--- config.mk ---
export PLATFORM = sky130hd
export DESIGN_NAME = forwarding_control_unit
export DESIGN_NICKNAME = d
export VERILOG_FILES = /design/src/rtl/forwarding_control_unit.sv
export SDC_FILE = /design/constraint.sdc
export NUM_CORES = 1
export LEC_CHECK = 0
export CAP_MARGIN = 20
export CORE_ASPECT_RATIO = 1.2
export CORE_UTILIZATION = 47
export DETAILED_ROUTE_END_ITERATION = 10
export GPL_ROUTABILITY_DRIVEN = 0
export PLACE_DENSITY = 0.87
export SETUP_SLACK_MARGIN = 0.3
export SLEW_MARGIN = 20
export SYNTH_ARGS = -nofsm -noshare
export SYNTH_HDL_FRONTEND = slang
export SYNTH_SLANG_ARGS = --single-unit
export TNS_END_PERCENT = 5
--- constraint.sdc ---
create_clock -name CLOCK -period 2.1 [get_ports CLOCK]
set_input_delay 0.315 -clock CLOCK [delete_from_list [all_inputs] [get_ports CLOCK]]
set_output_delay 0.315 -clock CLOCK [all_outputs]
set_load 0.01 [all_outputs]
--- src/rtl/forwarding_control_unit.sv ---
// Forwarding and load-use hazard control for the 5-stage LEGv8 pipeline.
// Keeps shadow copies of the EX/MEM and MEM/WB destination/control bits.
//
// Ports:
//   CLOCK, RESET          rising-edge clock, synchronous active-high reset
//   IDEX_Rn/Rm/Rd         source/destination registers of the EX instruction
//   IDEX_RegWrite/MemRead control bits of the EX instruction
//   IFID_Rn/Rm            source registers of the ID instruction
//   EXMEM_Flush           turn the instruction leaving EX into a bubble
//   pipelineHold          freeze all state (memory wait)
//   ForwardA/ForwardB     operand selects: 00 regfile, 01 MEM/WB, 10 EX/MEM
//   loadUseStall          stall IF/ID and bubble ID/EX this cycle
//   stallCount            saturating count of load-use stall cycles
module forwarding_control_unit #(
    parameter int REG_ADDR_W = 5,
    parameter int ZERO_REG   = 31,
    parameter int CNT_W      = 16
) (
    input  logic                  CLOCK,
    input  logic                  RESET,
    input  logic [REG_ADDR_W-1:0] IDEX_Rn,
    input  logic [REG_ADDR_W-1:0] IDEX_Rm,
    input  logic [REG_ADDR_W-1:0] IDEX_Rd,
    input  logic                  IDEX_RegWrite,
    input  logic                  IDEX_MemRead,
    input  logic [REG_ADDR_W-1:0] IFID_Rn,
    input  logic [REG_ADDR_W-1:0] IFID_Rm,
    input  logic                  EXMEM_Flush,
    input  logic                  pipelineHold,
    output logic [1:0]            ForwardA,
    output logic [1:0]            ForwardB,
    output logic                  loadUseStall,
    output logic [CNT_W-1:0]      stallCount
);

    localparam logic [REG_ADDR_W-1:0] ZR = REG_ADDR_W'(ZERO_REG);

    logic [REG_ADDR_W-1:0] exmem_rd;
    logic                  exmem_reg_write;
    logic                  exmem_mem_read;
    logic [REG_ADDR_W-1:0] memwb_rd;
    logic                  memwb_reg_write;
    logic [CNT_W-1:0]      stall_cnt;

    // A load in EX/MEM has no result yet, so it never forwards from there.
    logic exmem_src;
    logic memwb_src;

    assign exmem_src = exmem_reg_write && !exmem_mem_read && (exmem_rd != ZR);
    assign memwb_src = memwb_reg_write && (memwb_rd != ZR);

    always_comb begin
        ForwardA = 2'b00;
        if (exmem_src && (exmem_rd == IDEX_Rn)) begin
            ForwardA = 2'b10;
        end else if (memwb_src && (memwb_rd == IDEX_Rn)) begin
            ForwardA = 2'b01;
        end
    end

    always_comb begin
        ForwardB = 2'b00;
        if (exmem_src && (exmem_rd == IDEX_Rm)) begin
            ForwardB = 2'b10;
        end else if (memwb_src && (memwb_rd == IDEX_Rm)) begin
            ForwardB = 2'b01;
        end
    end

    // A flushed load is being killed, so it cannot cause a stall.
    always_comb begin
        loadUseStall = 1'b0;
        if (IDEX_MemRead && !EXMEM_Flush && (IDEX_Rd != ZR)) begin
            loadUseStall = (IDEX_Rd == IFID_Rn) || (IDEX_Rd == IFID_Rm);
        end
    end

    always_ff @(posedge CLOCK) begin
        if (RESET) begin
            exmem_rd        <= '0;
            exmem_reg_write <= 1'b0;
            exmem_mem_read  <= 1'b0;
            memwb_rd        <= '0;
            memwb_reg_write <= 1'b0;
            stall_cnt       <= '0;
        end else if (!pipelineHold) begin
            memwb_rd        <= exmem_rd;
            memwb_reg_write <= exmem_reg_write;
            if (EXMEM_Flush) begin
                exmem_rd        <= '0;
                exmem_reg_write <= 1'b0;
                exmem_mem_read  <= 1'b0;
            end else begin
                exmem_rd        <= IDEX_Rd;
                exmem_reg_write <= IDEX_RegWrite;
                exmem_mem_read  <= IDEX_MemRead;
            end
            if (loadUseStall && (stall_cnt != {CNT_W{1'b1}})) begin
                stall_cnt <= stall_cnt + 1'b1;
            end
        end
    end

    assign stallCount = stall_cnt;

endmodule

==> impl_metrics.json, run 1 <==
{
  "synth_area_in_compound_gates_pct": 13.3,
  "nFillCells": 233,
  "portion_of_the_clock_cycle_consumed_by_the_worst_path_in_the_final_layout_pct": 98.3,
  "clock_buffer_depth": 2,
  "dpl.hpwl_um": 3480,
  "synthMostInstantiatedCell": "dfxtp_1",
  "synth_top_cells_by_count": "dfxtp_1, xor2_1, nor2_1",
  "cts_sinks": 29,
  "fin_nets": 312,
  "fp-row-count": 23,
  "yosys_synthesis_warning_count": 0,
  "post-route-min-period_ps": 2070,
  "fmax_mhz": 484,
  "timing.final.setup_violations": 0,
  "layout-area-overhead-vs-synth_pct": 56.6,
  "path_class": "input pin to flip-flop",
  "port-buffer-count": 51,
  "drtAntennaViolNets": 0,
  "crit_path_max_incr_delay_ps": 490,
  "detail_route.drc_violations": 6,
  "netlist-cell-type-count": 38,
  "postSynthNetCount": 230,
  "slew-limit-headroom_pct": 74.0,
  "initial_drc_count": 100,
  "fraction_of_the_yosys_area_taken_by_sequential_cells_pct": 33.8,
  "insertion_delay_ps": 280,
  "floorplan.die.height_um": 68.2,
  "drt-total-wl_um": 5320,
  "yosys.area_share.adder_pct": 0.729,
  "worst_setup_hold_path_clk_slew_ps": 60,
  "setup_ws_ps": 34.9,
  "postCtsHoldBufs": 0,
  "synthesis.area_per_instance_sq_um": 8.66,
  "synth.ff_latch_count": 29,
  "tritoncts": "done",
  "totalPowerFinal_mw": 1.23,
  "storage_cell_area_sq_um": 606,
  "grt_pass1_wl_um": 8090,
  "post_synth_edffs": 0,
  "grt_max_degree": 24,
  "cts-root-buf": "clkbuf_8",
  "post_synthesis_instance_area_sq_um": 1720,
  "crit_top_cell": "buf_4",
  "crit_fanout": 5,
  "muxShareOfSynthArea_pct": 6.78,
  "min-delay-path-class": "flip-flop to flip-flop",
  "timing.critical_path.required_ps": 2290,
  "diodes": 0,
  "floorplan.initialDensity_pct": 50.1,
  "grt_setup_unrepaired": "yes",
  "synthesis.instances": 198,
  "die_area_sq_um": 3900,
  "width_of_the_chip_um": 57.2,
  "power.static_leakage_nw": 1.06,
  "report.final.hold_viol_count": 0,
  "cp-end-kind": "flip-flop",
  "failed_checks": "design-rule violations",
  "ir_drop_mv": 0.471,
  "drt-pass1-iter-count": 7,
  "gr-total-overflow": 0,
  "worst_path_dominant_cell_family": "buffers and inverters",
  "ys_async_sr_fraction_pct": 0,
  "synthDominantCellAreaShare_pct": 33.8,
  "power_density_nw_per_um2": 456,
  "cts.htree.levels": 2,
  "routed-via-count": 1870,
  "grt_pass1_vias": 1762,
  "io_pins": 52,
  "worstPathBufferInverterCount": 3,
  "coreArea_sq_um": 3420,
  "synth.area.top_cells": "dfxtp_1, xor2_1, nor2_1",
  "final_layout_size_suffix_gt1_share_pct": 29.2,
  "synth-xor-area-share_pct": 15.3,
  "area_taken_by_multi_input_logic_gates_sq_um": 1210,
  "synth_top_family_by_area": "simple AND/OR/NAND/NOR gates",
  "ys.flop_type": "dfxtp_1",
  "finClkSkew_ps": 3.82,
  "antenna_violations_before_repair": 0,
  "grtUsageTotal_pct": 27.8,
  "pre_cts_ws_ps": -420,
  "synthDominantAreaCellType": "dfxtp_1",
  "final-max-slew-violation-count": 0,
  "max-cap-violations": 0,
  "rrSetupSlack_ps": 140,
  "drt-wirelength-per-cell_um": 16.7,
  "outcome": "finished, violations left",
  "worst-slew-pin-transition_ps": 389,
  "synth_simple_gate_area_share_pct": 27.5,
  "numCtsBuffers": 5,
  "sequence_of_cells_on_the_critical_path": "clkdlybuf4s50_1 > nand2b_1 > a31oi_1 > buf_4 > o21ai_1 > buf_4 > or4b_1 > a21oi_1",
  "critical_path.startpoint_type": "input pin",
  "route.detailed.vias_per_inst": 5.88,
  "crit_slowest_cell": "or4b_1",
  "cp.arrival_ps": 2260
}
==> per-layer routing <==
layer | routed length [um] | vias up | track usage (%)
li1 | - | 893 | -
met1 | 1910 | 871 | 28.2
met2 | 2850 | 81 | 53.7
met3 | 287 | 25 | 5.48
met4 | 275 | 0 | 14.9
met5 | 0 | - | 0
==> cells in the final DEF, fill, tap and decap left out, types with 3 or more instances in the layout <==
master           count
and3_1               4
xor2_1              23
nor2b_1              6
xnor2_1              5
or4_1               10
buf_4               32
clkdlybuf4s50_1     35
dfxtp_1             15
nand2_1              6
nor4_4               4
clkbuf_1             3
dlygate4sd2_1       11
nand3_1              7
a21oi_1             11
clkbuf_8             5
a22oi_1              5
dfxtp_2             11
o31ai_1              8
nor2_1              21
mux2_2               5
mux2i_1              6
dfxtp_4              3
==> state kept, by name, summed over array words and instances, names as in the netlist <==
| name | count |
|---|---|
| memwb_rd | 5 |
| exmem_mem_read | 1 |
| stallCount | 16 |
| memwb_reg_write | 1 |
| exmem_rd | 5 |
| exmem_reg_write | 1 |
==> repair_timing <==
| item | 4_1_cts | 5_1_grt |
|---|---|---|
| pin swaps | 6 | 8 |
| gates resized for setup | 34 | 21 |
| buffers inserted | 0 | 2 |
| gates cloned | 0 | 1 |
| setup endpoints to repair | 21 | 21 |
==> final cells by class <==
type	count	share of cell area (%)
sequential	29	22.5
multi-input combinational	159	45.2
inverter	1	0.140
tap	37	1.72
timing repair buffer	84	27.4
clock buffer	8	2.98
==> logic make-up (layout without fill, tap and decap cells) <==
family | Yosys count | in the layout
AOI/OAI and AO/OA | 35 | 35
buffers and inverters | 10 | 93
muxes | 11 | 11
and+or+nand+nor | 82 | 82
adders and majority gates | 1 | 1
xor gates and xnor gates | 30 | 30
DFF | 29 | 29
==> through the flow <==
stage               cells  TNS [ps]  hold WS (ps)  util, %  cell area [sq um]
floorplan             198         0           457        -               1730
global placement      307     -4640           469     72.2               2470
detailed placement    307     -5410           480     72.2               2470
CTS                   315         0           495     75.5               2580
global route          318     -86.0           533     78.4               2690
finish                318         0           498     78.4               2690
==> tightest hold or removal path, cell delays in order, from the launching register on <==
cell and delay, ps:
dfxtp_1 320, mux2i_1 70, nor2_1 70
==> worst paths after layout <==
path,startpoint,endpoint,cells past startpoint
worst min-delay path,memwb_reg_write,memwb_reg_write,2
worst max-delay path,EXMEM_Flush,stallCount[1],8
worst max register to register,stallCount[2],stallCount[12],5
worst min register to register,memwb_reg_write,memwb_reg_write,2
==> power breakdown <==
part | switching, mW | internal [mW]
combinational | 0.112 | 0.118
sequential | 0.00773 | 0.555
clock | 0.198 | 0.235
Note: power is estimated with default switching activity, not from simulation.
==> run 2, diff against run 1 <==
- CELL_PAD_IN_SITES_DETAIL_PLACEMENT: default -> 1
- CELL_PAD_IN_SITES_GLOBAL_PLACEMENT: default -> 2
- CORE_UTILIZATION: 47 -> 27
- MAX_ROUTING_LAYER: default -> met4
- SLEW_MARGIN: 20 -> default
==> run 2 against run 1 <==
Compared with the run above: the run ends with negative setup slack left; non-clock buffer count increased by 5; total power increased by 8.5%; count of clock-buffer cells in the layout decreased by 1; clock power increased by 20%; design area increased by 12%; die area increased by 71%; global-route usage decreased by 10 points; critical path type is now flip-flop to output pin; largest cell class unchanged; highest routed layer unchanged.
==> impl_metrics.json, run 2 (synthesized netlist as in run 1, its figures left out) <==
{
  "fmax_mhz": 470,
  "ir_drop_mv": 0.296,
  "timing.critical_path.required_ps": 1780,
  "gr-total-overflow": 0,
  "crit_fanout": 3,
  "coreArea_sq_um": 6090,
  "grt_setup_unrepaired": "yes",
  "grtUsageTotal_pct": 17.6,
  "timing.final.setup_violations": 2,
  "placedCellCount": 358,
  "layout.cells.most_common": "buf_4",
  "grt_pass1_vias": 1869,
  "postCtsHoldBufs": 0,
  "grt_pass1_wl_um": 8650,
  "die_area_sq_um": 6680,
  "rrSetupSlack_ps": 110,
  "drt-total-wl_um": 5720,
  "cp.arrival_ps": 1810,
  "routed-via-count": 1832,
  "setup_ws_ps": -25.6,
  "sequence_of_cells_on_the_critical_path": "buf_6 > xor2_1 > or4_4 > nor4_4 > buf_2",
  "worst_setup_hold_path_clk_slew_ps": 60,
  "port-buffer-count": 51,
  "route.detailed.vias_per_inst": 4.98,
  "worst-slew-pin-transition_ps": 447,
  "largest_reg_flops": 16,
  "worstHoldPathCells": 4,
  "cp-end-kind": "output pin",
  "tritoncts": "done",
  "portion_of_the_clock_cycle_consumed_by_the_worst_path_in_the_final_layout_pct": 101,
  "crit_slowest_cell": "or4_4",
  "report.final.hold_viol_count": 0,
  "failed_checks": "negative setup slack",
  "r2r.worst_path.cells": 5,
  "final_layout_size_suffix_gt1_share_pct": 44.1,
  "detail_route.drc_violations": 0,
  "antenna_violations_before_repair": 0,
  "fin_nets": 317,
  "cts.htree.levels": 2,
  "timing.rr.end": "stallCount[12]",
  "totalPowerFinal_mw": 1.33,
  "grt_max_degree": 17,
  "initial_drc_count": 73,
  "drt-pass1-iter-count": 4,
  "power_density_nw_per_um2": 442,
  "clock_buffer_depth": 2,
  "critical_path.reg2reg.startpoint": "stallCount[2]",
  "drt-wirelength-per-cell_um": 15.5,
  "cts_sinks": 29,
  "post-route-min-period_ps": 2130,
  "slew-limit-headroom_pct": 70.1,
  "max-cap-violations": 0,
  "fp-row-count": 31,
  "final-max-slew-violation-count": 0,
  "hold_path.startpoint": "IDEX_Rd[1]",
  "dpl.hpwl_um": 4020,
  "most-common-layout-cells": "buf_4, clkdlybuf4s50_1, xor2_1, nor2_1, dfxtp_2",
  "floorplan.die.height_um": 89.3,
  "cts-root-buf": "clkbuf_8",
  "layout-area-overhead-vs-synth_pct": 75.6,
  "critical_path.startpoint_type": "flip-flop",
  "drtAntennaViolNets": 0,
  "hold_ws_ps": 456,
  "min-delay-path-class": "input pin to flip-flop",
  "crit_path_max_incr_delay_ps": 540,
  "nFillCells": 687,
  "numCtsBuffers": 5,
  "finClkSkew_ps": 2.99,
  "diodes": 0,
  "insertion_delay_ps": 280,
  "floorplan.initialDensity_pct": 28.2,
  "width_of_the_chip_um": 74.8,
  "setup_tns_ps": -29.6,
  "io_pins": 52,
  "min_to": "exmem_rd[1]",
  "outcome": "finished, violations left",
  "final-instance-count-excl-fill": 368,
  "power.static_leakage_nw": 1.19,
  "path_class": "flip-flop to output pin"
}
==> run 2: area by class of cell <==
| cell class | instances | area [sq um] | share of cell area (%) |
|---|---|---|---|
| Multi-Input combinational cell | 159 | 1410 | 46.9 |
| Sequential cell | 29 | 612 | 20.3 |
| Tap cell | 82 | 103 | 3.41 |
| Timing Repair Buffer | 89 | 778 | 25.8 |
| Clock inverter | 1 | 5.00 | 0.166 |
| Clock buffer | 7 | 96.3 | 3.20 |
| Inverter | 1 | 3.75 | 0.125 |
==> run 2: metal layers <==
layer | global-route usage, % | vias up | wire (um)
met1 | 19.3 | 889 | 2410
met4 | 5.66 | 0 | 65
met2 | 32.3 | 32 | 3090
li1 | - | 907 | -
met3 | 2.37 | 4 | 149
met5 | - | - | 0
==> run 2: repair_timing <==
item                                    CTS  global route
endpoints found under the hold margin     0             0
buffers inserted                          1             1
resized for setup                        78            51
endpoints found under the setup margin   21            21
pin swaps                                21            29
==> run 2: how the worst max path moves through the flow <==
stage,start,endpoint,slack (ps),cells past startpoint
after global placement,IDEX_Rm[0],ForwardB[0],-380,5
after floorplan,stallCount[4],stallCount[12],290,5
after detailed placement,IDEX_Rm[4],ForwardB[0],-520,5
after global routing,memwb_rd[3],ForwardB[0],-100,5
final,memwb_rd[3],ForwardB[0],-30,5
after CTS,memwb_rd[3],ForwardB[0],-30,5
==> run 2: power breakdown <==
| group | total (mW) | leakage [nW] | switching, mW | internal, mW |
|---|---|---|---|---|
| sequential | 0.562 | 0.244 | 0.00890 | 0.553 |
| clock | 0.517 | 0.0542 | 0.221 | 0.296 |
| combinational | 0.252 | 0.895 | 0.124 | 0.127 |
| total | 1.33 | 1.19 | 0.354 | 0.976 |
==> run 2: worst max-delay path: cells and delay by family, from the launching register on <==
kind          cells  cell delay [ps]
buf+inv           2              290
xor+xnor          1              150
flops             1              330
simple gates      2              770
==> run 2: metrics by stage <==
step	worst slack, ps	area, sq um	utilization [%]
2_1_floorplan	293	1730	-
3_3_place_gp	-380	2570	42.2
3_5_place_dp	-525	2570	42.2
4_1_cts	-28.5	2840	46.7
5_1_grt	-105	3010	49.5
6_report	-25.6	3010	49.5
==> run 3, diff against run 2 <==
- CORE_MARGIN: default -> 3
==> run 3 against run 2 <==
Compared with the run above: die area rose by 10%; critical endpoint unchanged; the flow still finishes with violations (negative setup slack); combinational power fell by 9.1%; wire length fell by 1.5%.
==> impl_metrics.json, run 3 (synthesized netlist as in run 1, its figures left out) <==
{
  "drtAntennaViolNets": 0,
  "cp.arrival_ps": 1800,
  "clock_buffer_depth": 2,
  "antenna_violations_before_repair": 0,
  "storage_cell_area_sq_um": 598,
  "layout.cells.most_common": "clkdlybuf4s50_1",
  "route.detailed.vias_per_inst": 4.99,
  "crit_fanout": 4,
  "outcome": "finished, violations left",
  "cp-end-kind": "output pin",
  "layout-area-overhead-vs-synth_pct": 57.0,
  "gr-total-overflow": 0,
  "fin_nets": 312,
  "path_class": "flip-flop to output pin",
  "worst-slew-pin-transition_ps": 500,
  "min-delay-path-class": "flip-flop to flip-flop",
  "die_area_sq_um": 7350,
  "cts.htree.levels": 2,
  "setup_ws_ps": -13.8,
  "crit_path_max_incr_delay_ps": 560,
  "grt_pass1_wl_um": 8890,
  "finalCoreUtilization_pct": 44.2,
  "floorplan.die.height_um": 93.3,
  "dpl.hpwl_um": 4270,
  "power.static_leakage_nw": 1.04,
  "totalPowerFinal_mw": 1.26,
  "diodes": 0,
  "hold_ws_ps": 495,
  "tritoncts": "done",
  "setup_tns_ps": -13.8,
  "grtUsageTotal_pct": 15.9,
  "drt-pass1-iter-count": 4,
  "worst_setup_hold_path_clk_slew_ps": 60,
  "sequence_of_cells_on_the_critical_path": "nand3_2 > o21ai_1 > or4_4 > nor4_2 > buf_2",
  "initial_drc_count": 42,
  "crit_slowest_cell": "or4_4",
  "slew-limit-headroom_pct": 66.6,
  "io_pins": 52,
  "width_of_the_chip_um": 78.8,
  "insertion_delay_ps": 280,
  "postCtsHoldBufs": 0,
  "grt_max_degree": 24,
  "timing.critical_path.required_ps": 1780,
  "fmax_mhz": 473,
  "fp-row-count": 31,
  "max-cap-violations": 0,
  "drt-wirelength-per-cell_um": 15.5,
  "largest_reg_flops": 16,
  "power_density_nw_per_um2": 467,
  "floorplan.initialDensity_pct": 28.2,
  "final-max-slew-violation-count": 0,
  "finClkSkew_ps": 3.71,
  "port-buffer-count": 51,
  "cts_sinks": 29,
  "area_taken_by_multi_input_logic_gates_sq_um": 1150,
  "grt_setup_unrepaired": "yes",
  "detail_route.drc_violations": 0,
  "critical_path.startpoint_type": "flip-flop",
  "drt-total-wl_um": 5630,
  "nFillCells": 730,
  "final_layout_size_suffix_gt1_share_pct": 25.4,
  "post-route-min-period_ps": 2110,
  "cts-root-buf": "clkbuf_8",
  "failed_checks": "negative setup slack",
  "ir_drop_mv": 0.252,
  "most-common-layout-cells": "clkdlybuf4s50_1, buf_4, xor2_1, nor2_1, dfxtp_1",
  "placed_area_sq_um": 2550,
  "numCtsBuffers": 5,
  "portion_of_the_clock_cycle_consumed_by_the_worst_path_in_the_final_layout_pct": 101,
  "routed-via-count": 1808,
  "grt_pass1_vias": 1920,
  "timing.final.setup_violations": 1,
  "final_area_sq_um": 2690,
  "report.final.hold_viol_count": 0,
  "coreArea_sq_um": 6090
}
run 3: area by class of cell:
class	count	share of cell area, %
Tap cell	82	3.81
Inverter	1	0.139
Clock buffer	7	3.21
Timing Repair Buffer	84	27.8
Multi-Input combinational cell	159	42.8
Sequential cell	29	22.2
run 3: final timing paths:
kind                      start             end  slack (ps)  cells past startpoint
hold reg to reg   stallCount[9]   stallCount[9]         500                      2
setup / recovery    memwb_rd[0]     ForwardB[0]         -10                      5
setup reg to reg  stallCount[0]  stallCount[12]          90                      5
hold / removal    stallCount[9]   stallCount[9]         500                      2
run 3: routing by layer:
| layer | part of all wire [%] | global-route usage [%] | wire [um] |
|---|---|---|---|
| met1 | 40 | 16.8 | 2280 |
| met2 | 55 | 28.5 | 3100 |
| met5 | 0 | - | 0 |
| met4 | 1.9 | 8.02 | 108 |
| met3 | 2.6 | 2.50 | 146 |
run 3: repair_timing:
item	CTS	global route
cloned	0	0
pin swaps	6	2
endpoints found under the setup margin	21	21
buffers inserted	0	1
resized for setup	34	7
run 3: metrics by stage:
| stage | worst slack [ps] | cells |
|---|---|---|
| 6_report | -13.8 | 362 |
| 3_5_place_dp | -450 | 354 |
| 3_3_place_gp | -382 | 354 |
| 5_1_grt | -76.6 | 362 |
| 2_1_floorplan | 293 | 198 |
| 4_1_cts | 50.2 | 361 |
run 3: report_power, final:
part / internal, mW / switching [mW]
registers: 0.556 / 0.00726
logic: 0.122 / 0.107
clock network: 0.259 / 0.207
total: 0.937 / 0.321
run 3: worst max-delay path: cells and delay by family (launching register included):
| family | cells | cell delay [ps] |
|---|---|---|
| and+or+nand+nor | 3 | 890 |
| AOI/OAI and AO/OA | 1 | 90 |
| DFF | 1 | 360 |
| buffers and inverters | 1 | 180 |
